===== src/rtl/instr_feeder_pkg.sv =====
// Shared definitions for the instruction feeder: opcodes, FSM states and
// instruction field helpers.
package instr_feeder_pkg;

  localparam logic [2:0] OP_MV  = 3'b000;
  localparam logic [2:0] OP_MVI = 3'b001;
  localparam logic [2:0] OP_ADD = 3'b010;
  localparam logic [2:0] OP_SUB = 3'b011;

  typedef enum logic [2:0] {
    ST_IDLE  = 3'd0,
    ST_FETCH = 3'd1,
    ST_ISSUE = 3'd2,
    ST_IMM   = 3'd3,
    ST_WAIT  = 3'd4
  } state_t;

  function automatic logic [2:0] f_opcode(input logic [8:0] ir);
    return ir[8:6];
  endfunction

  function automatic logic [2:0] f_rx(input logic [8:0] ir);
    return ir[5:3];
  endfunction

  function automatic logic [2:0] f_ry(input logic [8:0] ir);
    return ir[2:0];
  endfunction

  // Only mvi carries a trailing immediate word; 1xx opcodes behave like mv.
  function automatic logic f_has_imm(input logic [2:0] op);
    logic r;
    r = 1'b0;
    case (op)
      OP_MVI:                 r = 1'b1;
      OP_MV, OP_ADD, OP_SUB:  r = 1'b0;
      default:                r = 1'b0;
    endcase
    return r;
  endfunction

endpackage


===== src/rtl/instr_feeder_prog_mem.sv =====
// Program store: one write port, one synchronous read port (data one cycle
// after the address). Contents are deliberately not reset.
module instr_feeder_prog_mem #(
  parameter int DW = 16,
  parameter int AW = 5
) (
  input  logic          i_clk,
  input  logic          i_wr_en,
  input  logic [AW-1:0] i_wr_addr,
  input  logic [DW-1:0] i_wr_data,
  input  logic [AW-1:0] i_rd_addr,
  output logic [DW-1:0] o_rd_data
);

  logic [DW-1:0] r_mem [2**AW];

  always_ff @(posedge i_clk) begin
    if (i_wr_en) begin
      r_mem[i_wr_addr] <= i_wr_data;
    end
    o_rd_data <= r_mem[i_rd_addr];
  end

endmodule


===== src/rtl/instr_feeder.sv =====
// Feeds a stored program to the processor over Run/DIN/Done, one instruction
// per issue, appending the immediate for mvi and waiting for Done in between.
module instr_feeder
  import instr_feeder_pkg::*;
#(
  parameter int DW      = 16,
  parameter int AW      = 5,
  parameter int TIMEOUT = 15
) (
  input  logic          i_clk,
  input  logic          i_Reset,
  input  logic          i_wr_en,
  input  logic [AW-1:0] i_wr_addr,
  input  logic [DW-1:0] i_wr_data,
  input  logic          i_start,
  input  logic [AW:0]   i_len,
  input  logic          i_Done,
  output logic          o_Run,
  output logic [DW-1:0] o_Din,
  output logic          o_busy,
  output logic          o_halt,
  output logic          o_error,
  output logic [AW:0]   o_pc,
  output logic [7:0]    o_instr_count
);

  localparam int TW = $clog2(TIMEOUT + 1);

  state_t          r_state;
  logic [AW:0]     r_pc;
  logic [AW:0]     r_len;
  logic [7:0]      r_count;
  logic [TW-1:0]   r_timer;
  logic            r_halt;
  logic            r_error;

  logic [DW-1:0]   w_rd_data;
  logic [AW-1:0]   w_rd_addr;
  logic [AW:0]     w_pc_p1;
  logic            w_is_mvi;
  logic            w_wr_en;

  assign w_pc_p1   = r_pc + (AW+1)'(1);
  // ISSUE already looks ahead to pc+1 so the immediate is ready in IMM.
  assign w_rd_addr = (r_state == ST_ISSUE) ? w_pc_p1[AW-1:0] : r_pc[AW-1:0];
  assign w_is_mvi  = f_has_imm(f_opcode(w_rd_data[8:0]));
  assign w_wr_en   = i_wr_en && (r_state == ST_IDLE);

  instr_feeder_prog_mem #(
    .DW(DW),
    .AW(AW)
  ) u_prog_mem (
    .i_clk     (i_clk),
    .i_wr_en   (w_wr_en),
    .i_wr_addr (i_wr_addr),
    .i_wr_data (i_wr_data),
    .i_rd_addr (w_rd_addr),
    .o_rd_data (w_rd_data)
  );

  always_ff @(posedge i_clk or posedge i_Reset) begin
    if (i_Reset) begin
      r_state <= ST_IDLE;
      r_pc    <= '0;
      r_len   <= '0;
      r_count <= '0;
      r_timer <= '0;
      r_halt  <= 1'b0;
      r_error <= 1'b0;
    end else begin
      case (r_state)
        ST_IDLE: begin
          if (i_start) begin
            if (i_len == '0) begin
              r_halt <= 1'b1;
            end else begin
              r_halt  <= 1'b0;
              r_error <= 1'b0;
              r_pc    <= '0;
              r_count <= '0;
              r_len   <= i_len;
              r_state <= ST_FETCH;
            end
          end
        end
        ST_FETCH: begin
          r_timer <= '0;
          r_state <= ST_ISSUE;
        end
        ST_ISSUE: begin
          if (w_is_mvi) begin
            if (w_pc_p1 >= r_len) begin
              r_error <= 1'b1;
              r_state <= ST_IDLE;
            end else begin
              r_state <= ST_IMM;
            end
          end else begin
            r_pc    <= w_pc_p1;
            r_state <= ST_WAIT;
          end
        end
        ST_IMM: begin
          r_pc    <= r_pc + (AW+1)'(2);
          r_state <= ST_WAIT;
        end
        ST_WAIT: begin
          if (i_Done) begin
            r_count <= (r_count == 8'hFF) ? r_count : r_count + 8'd1;
            r_timer <= '0;
            if (r_pc >= r_len) begin
              r_halt  <= 1'b1;
              r_state <= ST_IDLE;
            end else begin
              r_state <= ST_FETCH;
            end
          end else if (r_timer == TW'(TIMEOUT - 1)) begin
            r_error <= 1'b1;
            r_state <= ST_IDLE;
          end else begin
            r_timer <= r_timer + TW'(1);
          end
        end
        default: r_state <= ST_IDLE;
      endcase
    end
  end

  assign o_Run         = (r_state == ST_ISSUE);
  assign o_Din         = (r_state == ST_ISSUE || r_state == ST_IMM) ? w_rd_data : '0;
  assign o_busy        = (r_state != ST_IDLE);
  assign o_halt        = r_halt;
  assign o_error       = r_error;
  assign o_pc          = r_pc;
  assign o_instr_count = r_count;

endmodule

===== config.mk =====
export PLATFORM = sky130hd
export DESIGN_NAME = instr_feeder
export DESIGN_NICKNAME = d
export VERILOG_FILES = /design/src/rtl/instr_feeder_pkg.sv /design/src/rtl/instr_feeder_prog_mem.sv /design/src/rtl/instr_feeder.sv
export SDC_FILE = /design/constraint.sdc
export NUM_CORES = 1
export LEC_CHECK = 0
export ABC_AREA = 1
export BUFFER_PORTS_ARGS = -buffer_cell sky130_fd_sc_hd__buf_2
export CAP_MARGIN = 15
export CORE_MARGIN = 1.5
export CORE_UTILIZATION = 39
export DETAILED_ROUTE_END_ITERATION = 7
export PLACE_DENSITY = 0.57
export SYNTH_ARGS = -nofsm -noshare
export SYNTH_HDL_FRONTEND = slang
export SYNTH_SLANG_ARGS = --single-unit

===== constraint.sdc =====
create_clock -name i_clk -period 2.85 [get_ports i_clk]
set_input_delay 0.285 -clock i_clk [delete_from_list [all_inputs] [get_ports i_clk]]
set_output_delay 0.285 -clock i_clk [all_outputs]
set_load 0.01 [all_outputs]

==> results of run 1 <==
## final timing paths
path                                            to  slack, ns  depth (start not counted)
min in group asynchronous         o_instr_count[1]       0.20                          3
max reg2reg                u_prog_mem.o_rd_data[0]       0.10                         12
max                        u_prog_mem.o_rd_data[0]       0.10                         12
max in group asynchronous               r_state[0]       2.20                          4
min reg2reg                               r_len[5]       0.51                          2
min                                     r_timer[0]       0.05                          4
## stage by stage
step | hold WS, ns | setup slack [ns] | cells | util [%] | total power, mW
6_report | 0.0489 | 0.105 | 3097 | 46.2 | 26.3
5_1_grt | 0.0652 | 0.00727 | 3097 | 46.2 | 27.8
4_1_cts | 0.0251 | 0.153 | 3095 | 46.1 | 26.4
3_5_place_dp | 0.500 | 0.164 | 2979 | 42.9 | 18.9
3_3_place_gp | 0.481 | 0.161 | 2979 | 42.9 | 18.8
2_1_floorplan | 0.363 | 0.452 | 2158 | - | 15.5
## sequential cells by signal, summed over array words and instances, names as in the netlist
register              cells
o_pc                      6
o_error                   1
r_state                   3
o_instr_count             8
r_timer                   4
u_prog_mem.o_rd_data     16
u_prog_mem.r_mem        512
o_halt                    1
r_len                     6
## where the power goes
group / leakage [nW] / switching (mW) / internal [mW] / total (mW)
Clock: 0.917 / 3.17 / 4.30 / 7.48
Combinational: 4.72 / 6.34 / 3.15 / 9.48
Sequential: 5.12 / 0.154 / 9.23 / 9.38
Total: 10.8 / 9.66 / 16.7 / 26.3
## per-layer routing
metal	GRT usage (%)	part of all wire, %	wire length (µm)	vias up
li1	-	-	-	7637
met1	30.3	43	30000	8072
met2	34.9	46	32100	624
met3	2.81	6.9	4750	119
met4	8.18	3.4	2380	0
met5	0	0	0	-
## what timing repair did
action	in CTS	in global routing
hold endpoints to repair	35	0
hold buffers	7	0
resized for setup	0	1
endpoints found under the setup margin	0	1
## critical path, stage by stage, from the launching register on
cell	delay (ns)
sky130_fd_sc_hd__dfrtp_1	0.37
sky130_fd_sc_hd__inv_2	0.07
sky130_fd_sc_hd__nand2_4	0.25
sky130_fd_sc_hd__nor2_4	0.07
sky130_fd_sc_hd__ha_4	0.39
sky130_fd_sc_hd__inv_6	0.18
sky130_fd_sc_hd__buf_4	0.26
sky130_fd_sc_hd__a21boi_0	0.35
sky130_fd_sc_hd__nand2_1	0.10
sky130_fd_sc_hd__nand3_1	0.10
sky130_fd_sc_hd__nand3_1	0.16
sky130_fd_sc_hd__nand3_1	0.24
sky130_fd_sc_hd__nand2_1	0.07
## cell usage after synthesis, types with 6 or more instances
cell,count,area share (%)
sky130_fd_sc_hd__nor3_1,6,0.12
sky130_fd_sc_hd__edfxtp_1,512,64
sky130_fd_sc_hd__inv_1,142,2.2
sky130_fd_sc_hd__or2_2,58,1.5
sky130_fd_sc_hd__dfrtp_1,29,3.0
sky130_fd_sc_hd__nand2_2,8,0.21
sky130_fd_sc_hd__buf_2,66,1.4
sky130_fd_sc_hd__nor2_1,122,1.9
sky130_fd_sc_hd__and2_0,26,0.68
sky130_fd_sc_hd__inv_2,7,0.11
sky130_fd_sc_hd__nand2_1,516,8.0
sky130_fd_sc_hd__a21boi_1,9,0.28
sky130_fd_sc_hd__a21boi_0,112,3.5
sky130_fd_sc_hd__o21ai_0,97,2.0
sky130_fd_sc_hd__nand3_1,327,6.8
sky130_fd_sc_hd__buf_4,8,0.25
sky130_fd_sc_hd__ha_1,18,0.94
sky130_fd_sc_hd__dfxtp_1,16,1.3
sky130_fd_sc_hd__a21oi_1,12,0.25
sky130_fd_sc_hd__xor2_1,8,0.29
sky130_fd_sc_hd__clkbuf_1,37,0.58
## cell families (layout without fill, tap and decap cells)
logic type / after synthesis / in the layout / share of synthesized area (%)
simple gates: 1074 / 1074 / 19.7
fa+ha+maj: 18 / 18 / 0.935
xor+xnor: 8 / 8 / 0.291
mux: 1 / 1 / 0.0468
flops: 557 / 557 / 68.2
buf+inv: 263 / 420 / 4.60
compound gates: 237 / 237 / 6.25
## cell type report
class / count / area [µm²] / share of cell area [%]
inverter: 149 / 564 / 2.01
tap: 782 / 978 / 3.49
multi-input combinational: 1338 / 6580 / 23.5
timing repair buffer: 162 / 1600 / 5.73
clock buffer: 77 / 1600 / 5.73
clock inverter: 32 / 267 / 0.951
sequential: 557 / 16400 / 58.6
==> impl_summary.md, run 1 <==
Floorplanning
From bottom edge to top edge, the die measures 251 µm. The die area is between 60000 and 70000 µm². The floorplan step defined a core boundary enclosing roughly 60000 µm². The die extent in x is 251 µm. The count of pins on the block boundary is 66. The floorplan has 90 rows.

The starting utilization of the core area is 39.7%.

Cells and area
The final layout net count is 2316. Compared with the post-synthesis result, the final layout area differs by 16.4%. After routing the design area is roughly 28000 µm². The library cell used most frequently in the layout, excluding fill and tap cells, is sky130_fd_sc_hd__nand2_1.

The share of cells above drive strength 1 is between 10% and 20%. The repair_antennas step left the layout with diodes totalling 0. The layout has ~5500 filler cells. The top cell types in the final layout, fill and taps aside, are 516 x sky130_fd_sc_hd__nand2_1, 512 x sky130_fd_sc_hd__edfxtp_1, 326 x sky130_fd_sc_hd__nand3_1.

Timing
The final number of max-transition violations is 0. Static timing analysis puts the maximum clock frequency at between 0.3 and 0.4 GHz. At the pin with the least slew margin, the transition time is 0.889 ns.

The number of hold-slack violations in the final timing report came to 0. Measured against its own limit, the worst slew margin works out to approximately two fifths. The final sum of negative setup slack is 0 ns.

Setup repair after global routing left no endpoint under its margin. Between clock sinks in the finished design, the worst skew comes to approximately 0.019 ns. Setup violations remaining at the end of the flow were counted as 0. The smallest clock period supported by the final layout is computed as approximately 2.7 ns. The final critical path takes up a little over nine tenths of the cycle.

Synth
The net count after synthesis is approximately 2200. The most instantiated flip-flop cell in the synthesis netlist is sky130_fd_sc_hd__edfxtp_1. The count of different cell masters after synthesis is 38. For this run, the number of Yosys warnings is 0. The synthesized flop and latch total is 557. The sequential cell area fraction in the yosys report is 68.2%.

The synthesized area is 24100 µm². The per-instance average area after synthesis is 11.2 µm². The number of synthesized flops with an enable pin is between 500 and 600. Synthesis handed over a netlist of 2158 instances.

In the synthesized netlist the async set-or-reset flop fraction comes to 5.21%.

Min path
The start point of the worst hold path is i_Done. The classification of the worst-slack hold path is in -> reg.

Worst setup path
The reg-to-reg critical path startpoint is r_state[2]. STA classifies the critical path startpoint as a flop. In this run the worst path has a maximum fanout of 36. In this run the worst setup path begins at r_state[2].

The required time reported for the critical path endpoint is 3.35 ns. The worst path arrival time is between 3 and 4 ns. The nature of the critical path endpoint is a flop. The critical path is of the reg -> reg type.

Clocking
The total CTS buffers is 58. The maximum clock insertion buffer count is 3. In this run the post-CTS setup repair buffer count came out at 0. The register clock-pin slew on the reported worst setup and hold paths is 0.06 ns.

The CTS tree is built. The root buffer cell is sky130_fd_sc_hd__clkbuf_16. For this design, the sink count on the clock tree is 557. At the later pin of the worst-skew pair, clock insertion delay measures around 0.63 ns. The count of H-tree levels built during CTS is 2.

Placement
The HPWL reported at the end of detailed placement is 41.3 mm. Buffers placed on the I/O ports in this run total between 60 and 70. The congestion estimate from routability-driven global placement came to around 0.86. The cell area after placement is 26000 µm².

Flow run
The tool flagged a number of max-cap violations equal to 0.

Routing
The residual antenna-violating net count after detailed routing is 0. The remaining design rule violation count is 0. In this run, the number of DRC markers left after iteration 0 of detailed routing was roughly 1600. The routed design has 69.3 mm of wire. For this run, the detailed router's first-pass iteration total came to 5.

Summing over every cut layer, the via total after detailed routing is 16500. In the routed layout, each cell is associated on average with a via count of 5.31. In the final routed layout, each cell accounts on average for 22.4 µm.

GRT
The via count of the first global-routing pass was 15900. The first global-routing pass estimated just over 100 mm of wire. Global routing finished with a remaining overflow of 0. Global routing used 21.8% of the available tracks. The maximum number of pins on one net before global-route repair is 100. The initial antenna violation count is 0.

Power and ir drop
The power density of the placed cells is approximately 940 nW/µm². IR analysis of the VDD net gives a maximum drop of 626 µV. In this run the static leakage power is 10.8 nW.

Outcome
The flow ran to the end, and the final reports show no timing, DRC or antenna violations.
Power figures use the tool's default switching activity.
==> run 2, diff against run 1 <==
--- a/config.mk
+++ b/config.mk
@@ -6,12 +6,15 @@
 export NUM_CORES = 1
 export LEC_CHECK = 0
 export ABC_AREA = 1
+export ABC_CLOCK_PERIOD_IN_PS = 2850
 export BUFFER_PORTS_ARGS = -buffer_cell sky130_fd_sc_hd__buf_2
 export CAP_MARGIN = 15
 export CORE_MARGIN = 1.5
 export CORE_UTILIZATION = 39
 export DETAILED_ROUTE_END_ITERATION = 7
 export PLACE_DENSITY = 0.57
+export SETUP_SLACK_MARGIN = 0.3
 export SYNTH_ARGS = -nofsm -noshare
 export SYNTH_HDL_FRONTEND = slang
+export SYNTH_HIERARCHICAL = 1
 export SYNTH_SLANG_ARGS = --single-unit
==> run 2 against run 1 <==
Compared with the run above: non-clock buffer count rose by 22; maximum frequency increased by 10%; wire length rose by 3.1%; sequential cell count did not move; largest power group unchanged; die area decreased by 2.2%; synthesized area down 2.2%; register-to-register slack gained 0.26 ns; combinational power up 26%; critical path type unchanged; synthesized cell count is 1.8% lower; via count is 1.3% higher; core utilization grew 0.22 points.
==> impl_summary.md, run 2 <==
Outcome
The flow ran to the end, and the final reports show no timing, DRC or antenna violations.

Floorplanning
The placeable core region is 59400 µm² (-2.2%). The die extent in x is 249 µm (-1.1%). The die area is 61900 µm² (-2.2%). The starting utilization of the core area is 39.7% (about the same). The vertical extent of the die is 249 µm (-1.1%). The count of pins on the block boundary is 66 (unchanged). The number of standard-cell rows in the floorplan was 89 (-1.1%).

GRT
The overall routing resource usage came to 21.7% (-0.10 points). The maximum number of pins on one net before global-route repair came to 65 (-35%). The initial antenna violation count came to 4 (+4). The via count of the first global-routing pass came to 15500 (-2.8%). The global-route wire length before repair was 100 mm (-2.1%). The overall overflow remaining after global route was 0 (unchanged).

Timing
The worst hold slack is 0.0924 ns (+0.0435 ns). The share of the cycle needed by the critical path after routing came to 87.2% (-9.1 points). The final number of max-transition violations was 0 (unchanged). The number of setup violations in the final report came to 0 (unchanged).

Setup repair after global routing could not meet its margin everywhere. The slew at the pin closest to its max-slew limit is 0.984 ns (+0.0946 ns). The setup skew after layout is 0.0163 ns (-0.00243 ns). The number of hold-slack violations in the final timing report was 0 (unchanged).

The timing-limited maximum frequency is 0.402 GHz (+10%). The tightest slew margin relative to the limit came to 34.4% (-6.3 points). The final sum of negative setup slack is 0 ns (unchanged). The final critical delay including setup and external delays is 2.49 ns (-0.260 ns).

Synth
The count of synthesis-stage warnings from yosys is 6 (+6). The net count after synthesis came to 2169 (-1.8%). The count of mapped cells out of synthesis is 2119 (-1.8%). The count of different cell masters after synthesis is 40 (+5.3%). The per-instance average area after synthesis was 11.1 µm² (-0.42%). The post-synthesis async set-or-reset flop share is 5.21% (unchanged). The synthesized area came to 23500 µm² (-2.2%). The number of synthesized flops with an enable pin was 512 (unchanged). sky130_fd_sc_hd__edfxtp_1 takes more of the synthesized area than any other cell.

In the post-synthesis netlist, the biggest area contributors are sky130_fd_sc_hd__edfxtp_1 65%, sky130_fd_sc_hd__nand2_1 13%, sky130_fd_sc_hd__nand3_1 9.1%, sky130_fd_sc_hd__dfrtp_1 3.1%, sky130_fd_sc_hd__dfxtp_1 1.4%. The portion of synthesized cell area occupied by the leading cell type is 65.3% (+1.4 points). The sequential cell area fraction in the yosys report is 69.7% (+1.5 points). The most numerous cell in the Yosys netlist is sky130_fd_sc_hd__nand2_1.

The commonest cells after synthesis are 801 x sky130_fd_sc_hd__nand2_1, 512 x sky130_fd_sc_hd__edfxtp_1, 426 x sky130_fd_sc_hd__nand3_1. The synthesized flop and latch total came to 557 (unchanged). The most instantiated flip-flop cell in the synthesis netlist is sky130_fd_sc_hd__edfxtp_1.

Power and ir drop
The leakage dissipation is 10.7 nW (-0.79%). The power density of the placed cells is 1040 nW/µm² (+10%). The worst vdd rail ir drop is 621 µV (-0.83%).

Placement
The weighted congestion at the end of routability-driven global placement is 0.861 (+0.70%). The count of input and output buffers was 65 (unchanged). The total placed cells including tap cells came to 2919 (-2.0%). The HPWL reported at the end of detailed placement came to 39.5 mm (-4.4%).

Routing
The residual antenna-violating net count after detailed routing is 0 (unchanged). The detailed router used layers up to and including met5. The first-pass iteration count of the detailed router came to 6 (+1).

The remaining design rule violation count is 0 (unchanged). The total length of routed met3 wires is 6.29 mm (+33%). The number of DRC markers after the initial detailed-route iteration was 1950 (+25%). The average routed wire per standard cell is 23.2 µm (+3.9%). The total number of vias is 16700 (+1.3%).

The wire length the detailed router placed on met1 is 30.6 mm (+2.1%). The vias per cell is 5.42 (+2.0%). The routed length on met2 is 32.4 mm (+0.86%).

The detailed-route wire length was 71.4 mm (+3.1%).

Min path
In this run the worst hold path is classified as in -> reg.

Clocking
The total CTS buffers is 58 (unchanged). The root buffer cell is sky130_fd_sc_hd__clkbuf_16. The latest clock arrival within the worst-skew pair is 0.63 ns (about the same). The number of sinks on the clock net is 557 (unchanged). The register clock-pin slew on the reported worst setup and hold paths came to 0.06 ns (about the same). The count of H-tree levels built during CTS is 2 (unchanged). The CTS tree is built. The maximum clock insertion buffer count is 3 (unchanged).

Cells and area
The synthesis-to-layout area growth is 16.9%. The leading cell type in the layout, fill and taps excluded is sky130_fd_sc_hd__nand2_1. The share of cells above drive strength 1 is 13.5% (-0.44 points). The number of standard cells in the final layout excluding fillers is 3075 (-0.71%). The top cell types in the final layout, fill and taps aside, are 798 x sky130_fd_sc_hd__nand2_1, 512 x sky130_fd_sc_hd__edfxtp_1, 418 x sky130_fd_sc_hd__nand3_1. The final layout net count is 2304 (-0.52%).

The number of flip-flops under the largest register name came to 512 (unchanged). The register with the most flip-flops in the final layout is u_prog_mem/r_mem.

Flow run
The number of violations of the max-capacitance limit is 0 (unchanged).

Worst setup path
The worst path arrival time is 3.04 ns (-0.21 ns). The required time reported for the critical path endpoint is 3.41 ns (+0.06 ns). The worst setup path is captured at a flop. By startpoint and endpoint, the worst setup path is classified as reg -> reg. The critical path launch point type is a flop.

The maximum fanout along the worst path is 25 (-31%).
-- run 2: cells by family after synthesis --
kind of cell / Yosys count / share of synthesized area [%]
XOR/XNOR: 7 / 0.260
adder cells (fa/ha/maj): 18 / 0.956
AND/OR/NAND/NOR: 1321 / 23.7
flip-flops: 557 / 69.7
buffers and inverters: 181 / 4.49
AO/OA/AOI/OAI: 35 / 0.893
-- run 2: timing repair --
action                                 in CTS  in global routing
setup endpoints to repair                  16                 58
cloned                                      3                 17
endpoints found under the hold margin      37                  0
resized for setup                          12                 38
pin swaps                                   0                  3
hold buffers                                8                  0
buffers inserted                            1                 19
-- run 2: layout make-up --
class | count | area (µm²)
diodes | 1 | 2.50
repair inverters | 3 | 30.0
clock buffers | 83 | 1610
multi-input cells | 1381 | 6160
fillers | 5358 | 31800
well taps | 773 | 967
flip-flops and latches | 557 | 16400
repair buffers | 184 | 1830
inverters | 69 | 315
clock inverters | 24 | 190
-- run 2: worst max-delay path: stages, from the launching register on --
cell	delay (ns)
sky130_fd_sc_hd__dfrtp_2	0.41
sky130_fd_sc_hd__inv_2	0.08
sky130_fd_sc_hd__nand2_1	0.08
sky130_fd_sc_hd__nor2_2	0.19
sky130_fd_sc_hd__buf_4	0.14
sky130_fd_sc_hd__buf_6	0.11
sky130_fd_sc_hd__nand2_1	0.09
sky130_fd_sc_hd__o21ai_4	0.16
sky130_fd_sc_hd__inv_4	0.16
sky130_fd_sc_hd__buf_16	0.21
sky130_fd_sc_hd__nand3_1	0.18
sky130_fd_sc_hd__nand3_2	0.13
sky130_fd_sc_hd__nand2_1	0.13
sky130_fd_sc_hd__nand2_1	0.07
sky130_fd_sc_hd__nand2_1	0.08
sky130_fd_sc_hd__nand2_1	0.09
sky130_fd_sc_hd__nand2_1	0.09
-- run 2: metrics by stage --
stage | util, % | setup slack, ns | area (µm²) | power [mW]
after floorplan | - | 0.549 | 23500 | 16.2
after global placement | 41.8 | 0.165 | 24800 | 19.3
after detailed placement | 41.8 | 0.108 | 24800 | 19.3
after CTS | 45.2 | 0.301 | 26800 | 27.0
after global routing | 46.4 | 0.237 | 27500 | 29.9
final | 46.4 | 0.364 | 27500 | 28.6
-- run 2: worst paths after layout --
check / startpoint / endpoint / slack (ns) / depth (start not counted)
worst min-delay path: i_start / r_state[0] / 0.09 / 5
min in group asynchronous: i_Reset / r_len[5] / 0.31 / 4
worst max register to register: r_state[0] / u_prog_mem/o_rd_data[11] / 0.36 / 16
max in group asynchronous: i_Reset / r_state[1] / 2.21 / 4
worst min register to register: o_error / o_error / 0.49 / 2
worst max-delay path: r_state[0] / u_prog_mem/o_rd_data[11] / 0.36 / 16
-- run 2: report_power, final --
| group | internal, mW | leakage [nW] | switching [mW] |
|---|---|---|---|
| clock network | 4.10 | 0.889 | 3.15 |
| registers | 9.24 | 5.11 | 0.227 |
| logic | 3.90 | 4.67 | 7.98 |
| total | 17.2 | 10.7 | 11.4 |
-- run 2: per-layer routing --
layer | GRT usage, % | vias to the layer above
li1 | - | 7546
met1 | 31.0 | 8188
met2 | 33.2 | 811
met3 | 4.11 | 118
met4 | 7.26 | 4
met5 | 0 | -
